===== src/rtl/alu_pkg.sv =====
// Shared definitions for the registered ALU: widths, opcodes, group codes and compare codes.
package alu_pkg;

    localparam int IN_WD    = 16;
    localparam int ARITH_WD = 2 * IN_WD;
    localparam int LOGIC_WD = IN_WD;
    localparam int SHIFT_WD = IN_WD;
    localparam int CMP_WD   = IN_WD;

    localparam logic [3:0] ALU_ADD   = 4'd0;
    localparam logic [3:0] ALU_SUB   = 4'd1;
    localparam logic [3:0] ALU_MUL   = 4'd2;
    localparam logic [3:0] ALU_DIV   = 4'd3;
    localparam logic [3:0] ALU_AND   = 4'd4;
    localparam logic [3:0] ALU_OR    = 4'd5;
    localparam logic [3:0] ALU_NAND  = 4'd6;
    localparam logic [3:0] ALU_NOR   = 4'd7;
    localparam logic [3:0] ALU_NOP   = 4'd8;
    localparam logic [3:0] ALU_EQ    = 4'd9;
    localparam logic [3:0] ALU_GT    = 4'd10;
    localparam logic [3:0] ALU_LT    = 4'd11;
    localparam logic [3:0] ALU_SHR_A = 4'd12;
    localparam logic [3:0] ALU_SHL_A = 4'd13;
    localparam logic [3:0] ALU_SHR_B = 4'd14;
    localparam logic [3:0] ALU_SHL_B = 4'd15;

    localparam logic [1:0] GRP_ARITH = 2'b00;
    localparam logic [1:0] GRP_LOGIC = 2'b01;
    localparam logic [1:0] GRP_CMP   = 2'b10;
    localparam logic [1:0] GRP_SHIFT = 2'b11;

    localparam logic [CMP_WD-1:0] CMP_EQ = CMP_WD'(1);
    localparam logic [CMP_WD-1:0] CMP_GT = CMP_WD'(2);
    localparam logic [CMP_WD-1:0] CMP_LT = CMP_WD'(3);

endpackage


===== src/rtl/alu_arith_unit.sv =====
// Combinational signed add/sub/mul/div unit; carry reflects the unsigned view of the operands.
module alu_arith_unit
    import alu_pkg::*;
(
    input  logic                en,
    input  logic [3:0]          fun,
    input  logic [IN_WD-1:0]    a,
    input  logic [IN_WD-1:0]    b,
    output logic [ARITH_WD-1:0] result,
    output logic                carry
);

    logic signed [ARITH_WD-1:0] a_ext;
    logic signed [ARITH_WD-1:0] b_ext;

    assign a_ext = {{IN_WD{a[IN_WD-1]}}, a};
    assign b_ext = {{IN_WD{b[IN_WD-1]}}, b};

    // Unsigned a+b overflows exactly when a exceeds the largest value b can still be added to (~b).
    always_comb begin
        result = '0;
        carry  = 1'b0;
        if (en) begin
            case (fun)
                ALU_ADD: begin
                    result = a_ext + b_ext;
                    carry  = (a > ~b);
                end
                ALU_SUB: begin
                    result = a_ext - b_ext;
                    carry  = (a < b);
                end
                ALU_MUL: result = a_ext * b_ext;
                ALU_DIV: begin
                    if (b != '0)
                        result = a_ext / b_ext;
                end
                default: result = '0;
            endcase
        end
    end

endmodule


===== src/rtl/alu_cmp_unit.sv =====
// Combinational signed compare unit producing a small result code.
module alu_cmp_unit
    import alu_pkg::*;
(
    input  logic              en,
    input  logic [3:0]        fun,
    input  logic [IN_WD-1:0]  a,
    input  logic [IN_WD-1:0]  b,
    output logic [CMP_WD-1:0] result
);

    logic signed [IN_WD-1:0] sa;
    logic signed [IN_WD-1:0] sb;

    assign sa = a;
    assign sb = b;

    always_comb begin
        result = '0;
        if (en) begin
            case (fun)
                ALU_EQ:  result = (sa == sb) ? CMP_EQ : '0;
                ALU_GT:  result = (sa > sb)  ? CMP_GT : '0;
                ALU_LT:  result = (sa < sb)  ? CMP_LT : '0;
                default: result = '0;
            endcase
        end
    end

endmodule


===== src/rtl/alu_logic_unit.sv =====
// Combinational bitwise AND/OR/NAND/NOR unit.
module alu_logic_unit
    import alu_pkg::*;
(
    input  logic                en,
    input  logic [3:0]          fun,
    input  logic [IN_WD-1:0]    a,
    input  logic [IN_WD-1:0]    b,
    output logic [LOGIC_WD-1:0] result
);

    always_comb begin
        result = '0;
        if (en) begin
            case (fun)
                ALU_AND:  result = a & b;
                ALU_OR:   result = a | b;
                ALU_NAND: result = ~(a & b);
                ALU_NOR:  result = ~(a | b);
                default:  result = '0;
            endcase
        end
    end

endmodule


===== src/rtl/alu_shift_unit.sv =====
// Combinational single-bit logical shift unit with zero fill on either operand.
module alu_shift_unit
    import alu_pkg::*;
(
    input  logic                en,
    input  logic [3:0]          fun,
    input  logic [IN_WD-1:0]    a,
    input  logic [IN_WD-1:0]    b,
    output logic [SHIFT_WD-1:0] result
);

    always_comb begin
        result = '0;
        if (en) begin
            case (fun)
                ALU_SHR_A: result = a >> 1;
                ALU_SHL_A: result = a << 1;
                ALU_SHR_B: result = b >> 1;
                ALU_SHL_B: result = b << 1;
                default:   result = '0;
            endcase
        end
    end

endmodule


===== src/rtl/alu_top.sv =====
// Registered 16-bit signed ALU: group decode, four gated combinational units, one output register stage.
module alu_top
    import alu_pkg::*;
(
    input  logic                CLK,
    input  logic                RST,
    input  logic [IN_WD-1:0]    A,
    input  logic [IN_WD-1:0]    B,
    input  logic [3:0]          ALU_FUN,
    output logic [ARITH_WD-1:0] ARITH_OUT,
    output logic                CARRY_OUT,
    output logic [LOGIC_WD-1:0] LOGIC_OUT,
    output logic [CMP_WD-1:0]   CMP_OUT,
    output logic [SHIFT_WD-1:0] SHIFT_OUT,
    output logic                ARITH_FLAG,
    output logic                LOGIC_FLAG,
    output logic                CMP_FLAG,
    output logic                SHIFT_FLAG
);

    logic [1:0]          grp;
    logic                arith_en;
    logic                logic_en;
    logic                cmp_en;
    logic                shift_en;
    logic [ARITH_WD-1:0] arith_res;
    logic                carry_res;
    logic [LOGIC_WD-1:0] logic_res;
    logic [CMP_WD-1:0]   cmp_res;
    logic [SHIFT_WD-1:0] shift_res;

    // Exactly one enable is high; the disabled units drive zero so their buses clear.
    assign grp      = ALU_FUN[3:2];
    assign arith_en = (grp == GRP_ARITH);
    assign logic_en = (grp == GRP_LOGIC);
    assign cmp_en   = (grp == GRP_CMP);
    assign shift_en = (grp == GRP_SHIFT);

    alu_arith_unit u_arith (
        .en     (arith_en),
        .fun    (ALU_FUN),
        .a      (A),
        .b      (B),
        .result (arith_res),
        .carry  (carry_res)
    );

    alu_logic_unit u_logic (
        .en     (logic_en),
        .fun    (ALU_FUN),
        .a      (A),
        .b      (B),
        .result (logic_res)
    );

    alu_cmp_unit u_cmp (
        .en     (cmp_en),
        .fun    (ALU_FUN),
        .a      (A),
        .b      (B),
        .result (cmp_res)
    );

    alu_shift_unit u_shift (
        .en     (shift_en),
        .fun    (ALU_FUN),
        .a      (A),
        .b      (B),
        .result (shift_res)
    );

    always_ff @(posedge CLK) begin
        if (RST) begin
            ARITH_OUT  <= '0;
            CARRY_OUT  <= 1'b0;
            LOGIC_OUT  <= '0;
            CMP_OUT    <= '0;
            SHIFT_OUT  <= '0;
            ARITH_FLAG <= 1'b0;
            LOGIC_FLAG <= 1'b0;
            CMP_FLAG   <= 1'b0;
            SHIFT_FLAG <= 1'b0;
        end else begin
            ARITH_OUT  <= arith_res;
            CARRY_OUT  <= carry_res;
            LOGIC_OUT  <= logic_res;
            CMP_OUT    <= cmp_res;
            SHIFT_OUT  <= shift_res;
            ARITH_FLAG <= arith_en;
            LOGIC_FLAG <= logic_en;
            CMP_FLAG   <= cmp_en;
            SHIFT_FLAG <= shift_en;
        end
    end

endmodule


===== config.mk =====
export PLATFORM = sky130hd
export DESIGN_NAME = alu_top
export DESIGN_NICKNAME = d
export VERILOG_FILES = /design/src/rtl/alu_pkg.sv /design/src/rtl/alu_arith_unit.sv /design/src/rtl/alu_cmp_unit.sv /design/src/rtl/alu_logic_unit.sv /design/src/rtl/alu_shift_unit.sv /design/src/rtl/alu_top.sv
export SDC_FILE = /design/constraint.sdc
export NUM_CORES = 1
export LEC_CHECK = 0
export BUFFER_PORTS_ARGS = -buffer_cell sky130_fd_sc_hd__buf_4
export CAP_MARGIN = 10
export CELL_PAD_IN_SITES_DETAIL_PLACEMENT = 1
export CELL_PAD_IN_SITES_GLOBAL_PLACEMENT = 1
export CORE_ASPECT_RATIO = 1.5
export CORE_MARGIN = 2
export CORE_UTILIZATION = 40
export CTS_BUF_LIST = sky130_fd_sc_hd__clkbuf_4 sky130_fd_sc_hd__clkbuf_8
export CTS_CLUSTER_SIZE = 25
export DETAILED_ROUTE_END_ITERATION = 8
export HOLD_SLACK_MARGIN = 0.08
export PLACE_DENSITY = 0.78
export SKIP_CTS_REPAIR_TIMING = 1
export SLEW_MARGIN = 20
export SYNTH_ARGS = -nofsm -noshare
export SYNTH_HDL_FRONTEND = slang
export SYNTH_SLANG_ARGS = --single-unit
export TNS_END_PERCENT = 20

===== constraint.sdc =====
create_clock -name CLK -period 92.6 [get_ports CLK]
set_input_delay 9.26 -clock CLK [delete_from_list [all_inputs] [get_ports CLK]]
set_output_delay 9.26 -clock CLK [all_outputs]
set_load 0.005 [all_outputs]

==> summary.txt <==
Floorplan
  – Initial core utilization: 40.18%
  – Die Area: 111100 µm²
  – Ports: 123
  – Die Ht: 407.3 µm
  – Core Footprint: 108000 µm²
  – Die width: 272.9 µm
  – Cell Rows: 148

Synth
  – Sequential share of the synthesized area: 3.277%
  – FF+latch count, synth: 71
  – Number of synthesized flops with an enable pin: 0
  – Syn Area/Cell: 7.275 µm²
  – Post-synthesis cell type count: 101
  – Yosys warning total: 0
  – Yosys top cell area share: 19.09%
  – Cell taking the most area after synthesis: ha_1
  – Post-synthesis cell count: 5963
  – Synthesized cell area: 43380 µm²
  – Top cells by area, synth: ha_1, fa_1, xnor2_1
  – Synth Flop Type: dfxtp_1
  – Async SR Flop Fraction: 0%

Run status
  – Outcome: finished, final reports clean

Placed design
  – GP Congestion: 1.067
  – Place WS: -1.526 ns
  – Placed Area: 46690 µm²
  – PortBufs: 108
  – Hpwl dp: 170.0 mm

Detailed routing
  – Avg WL per Cell: 27.70 µm
  – Antenna-violating nets left: 0
  – DRC violations left: 0
  – Final WL: 210.0 mm
  – Vias/cell: 6.348
  – Vias post-DR: 48110
  – Starting DRT DRC Count: 3415
  – Drt first pass iters: 7

Timing
  – # setup viols final: 0
  – Post-layout minimum cycle time: 88.87 ns
  – Tcrit/Tclk final: 95.98%
  – Fmax achieved: 11.25 MHz
  – Slew Limit Headroom: 11.65%
  – Final WS setup: 3.727 ns
  – Worst hold slack: 9.195 ns
  – Worst Tran Pin Value: 1.305 ns
  – Final Hold Viols: 0
  – Fin. max-slew vios: 0

Cells and area
  – Commonest non-fill, non-tap cells in the layout: ha_1, nor2_1, nand2_1
  – Multi-input gate area: 40400 µm²
  – Post-layout net count: 7110
  – Storage cell area: 1421 µm²
  – Share of cells above drive strength 1: 7.982%
  – Most common cell after layout, fill and taps aside: ha_1
  – Final Instance Area: 47300 µm²
  – Area Overhead vs Synth: 9.031%
  – Final core utilization: 43.81%
  – FILL cells: 13730

Critical path
  – Crit path top cell by count: ha_1
  – Crit. End Element: register
  – Worst Path Arrival: 89.13 ns
  – Critical path type: primary input to register
  – CP max-delay cell: a2111oi_1
  – Critical path required time: 92.86 ns
  – CP max FO: 36
  – Kind of start point of the critical path: primary input
  – Worst stage delay on the critical path: 0.64 ns

Global route
  – Total gr overflow: 0
  – Maximum number of pins on one net before global-route repair: 55
  – Vias in the first global route: 50460
  – Antenna violations before repair: 6
  – First-pass GRT wire length: 309.1 mm
  – Total GRT Usage: 36.67%

Clock tree
  – Max clock buf depth: 2
  – Clock transition at path regs: 0.10 ns
  – Root buf cell: clkbuf_8
  – CTS Buf Count: 9
  – H-tree lvl count: 3
  – CTS Sinks: 71
  – TritonCTS clock tree: yes

Worst hold path
  – Hold_sp: RST
  – Worst hold path type: primary input to register
  – Hold EP: CMP_FLAG$_SDFF_PP0_
  – Worst hold path cell count: 3

Job
  – Max_cap viols: 0
cells in the mapped netlist (all sizes together), types with 25 or more instances:
| library cell | instances |
|---|---|
| a21oi | 450 |
| and3 | 47 |
| nor2 | 643 |
| a21boi | 28 |
| xor2 | 128 |
| dfxtp | 71 |
| o21a | 135 |
| nand3 | 124 |
| o21bai | 38 |
| nor2b | 59 |
| o211ai | 66 |
| o21ai | 299 |
| a211o | 25 |
| fa | 264 |
| a211oi | 54 |
| mux2i | 40 |
| or2 | 44 |
| or3 | 66 |
| ha | 662 |
| o22ai | 32 |
| inv | 464 |
| nand2 | 608 |
| and2 | 36 |
| a21o | 179 |
| buf | 60 |
| o31ai | 54 |
| a31oi | 78 |
| xnor2 | 313 |
| nand2b | 53 |
| nor3 | 162 |
| mux2 | 67 |
| nand4 | 58 |
| clkbuf | 157 |
stage by stage:
step	setup TNS, ns	instances
finish	0	7579
global route	-0.2301	7576
CTS	-23.64	7570
detailed placement	-26.99	7554
global placement	-0.4482	7554
floorplan	0	6127
critical path: cells and delay by family:
family                   cells  cell delay (ns)
multiplexers                 4             1.44
AND/OR/NAND/NOR            100            23.00
adder cells (fa/ha/maj)     30             9.88
AO/OA/AOI/OAI              133            38.74
buffers and inverters       26             5.98
XOR/XNOR                     3             0.55
cell families after synthesis:
family | Yosys count | share of synthesized area (%)
xor+xnor | 441 | 8.904
buf+inv | 693 | 6.164
other cells | 2 | 0.01731
simple gates | 1992 | 21.14
compound gates | 1731 | 26.55
flops | 71 | 3.277
mux | 107 | 2.671
fa+ha+maj | 926 | 31.28
registers in the layout, indices dropped and copies added, names as in the netlist:
name,flops
LOGIC_FLAG,1
ARITH_OUT,32
CARRY_OUT,1
CMP_OUT,2
SHIFT_OUT,16
ARITH_FLAG,1
SHIFT_FLAG,1
LOGIC_OUT,16
CMP_FLAG,1
metal layers:
| layer | vias up | wire length, µm | GRT usage [%] |
|---|---|---|---|
| li1 | 21540 | - | - |
| met1 | 23620 | 72030 | 36.93 |
| met2 | 1982 | 99560 | 62.94 |
| met3 | 966 | 13390 | 6.346 |
| met4 | 6 | 24950 | 35.87 |
| met5 | - | 33 | 0 |
layout make-up:
| class | instances | share of cell area (%) |
|---|---|---|
| Antenna cell | 3 | 0.01587 |
| Clock buffer | 9 | 0.2619 |
| Clock inverter | 7 | 0.1561 |
| Inverter | 476 | 3.778 |
| Multi-Input combinational cell | 5364 | 85.42 |
| Sequential cell | 71 | 3.005 |
| Tap cell | 1425 | 3.770 |
| Timing Repair Buffer | 224 | 3.590 |
worst max-delay path by stage:
stage | to | start | depth (start not counted) | slack [ns]
finish | ARITH_OUT[29]$_SDFF_PP0_ | B[2] | 296 | 3.73
global route | ARITH_OUT[29]$_SDFF_PP0_ | B[1] | 302 | -0.14
CTS | ARITH_OUT[29]$_SDFF_PP0_ | B[2] | 299 | -1.43
detailed placement | ARITH_OUT[29]$_SDFF_PP0_ | B[2] | 299 | -1.53
global placement | ARITH_OUT[29]$_SDFF_PP0_ | B[2] | 297 | -0.24
floorplan | ARITH_OUT[29]$_SDFF_PP0_ | B[0] | 324 | 11.02
Power is left out: the tool's default activity adds up to more than one toggle a clock period on the data nets, which glitch-free logic cannot reach.
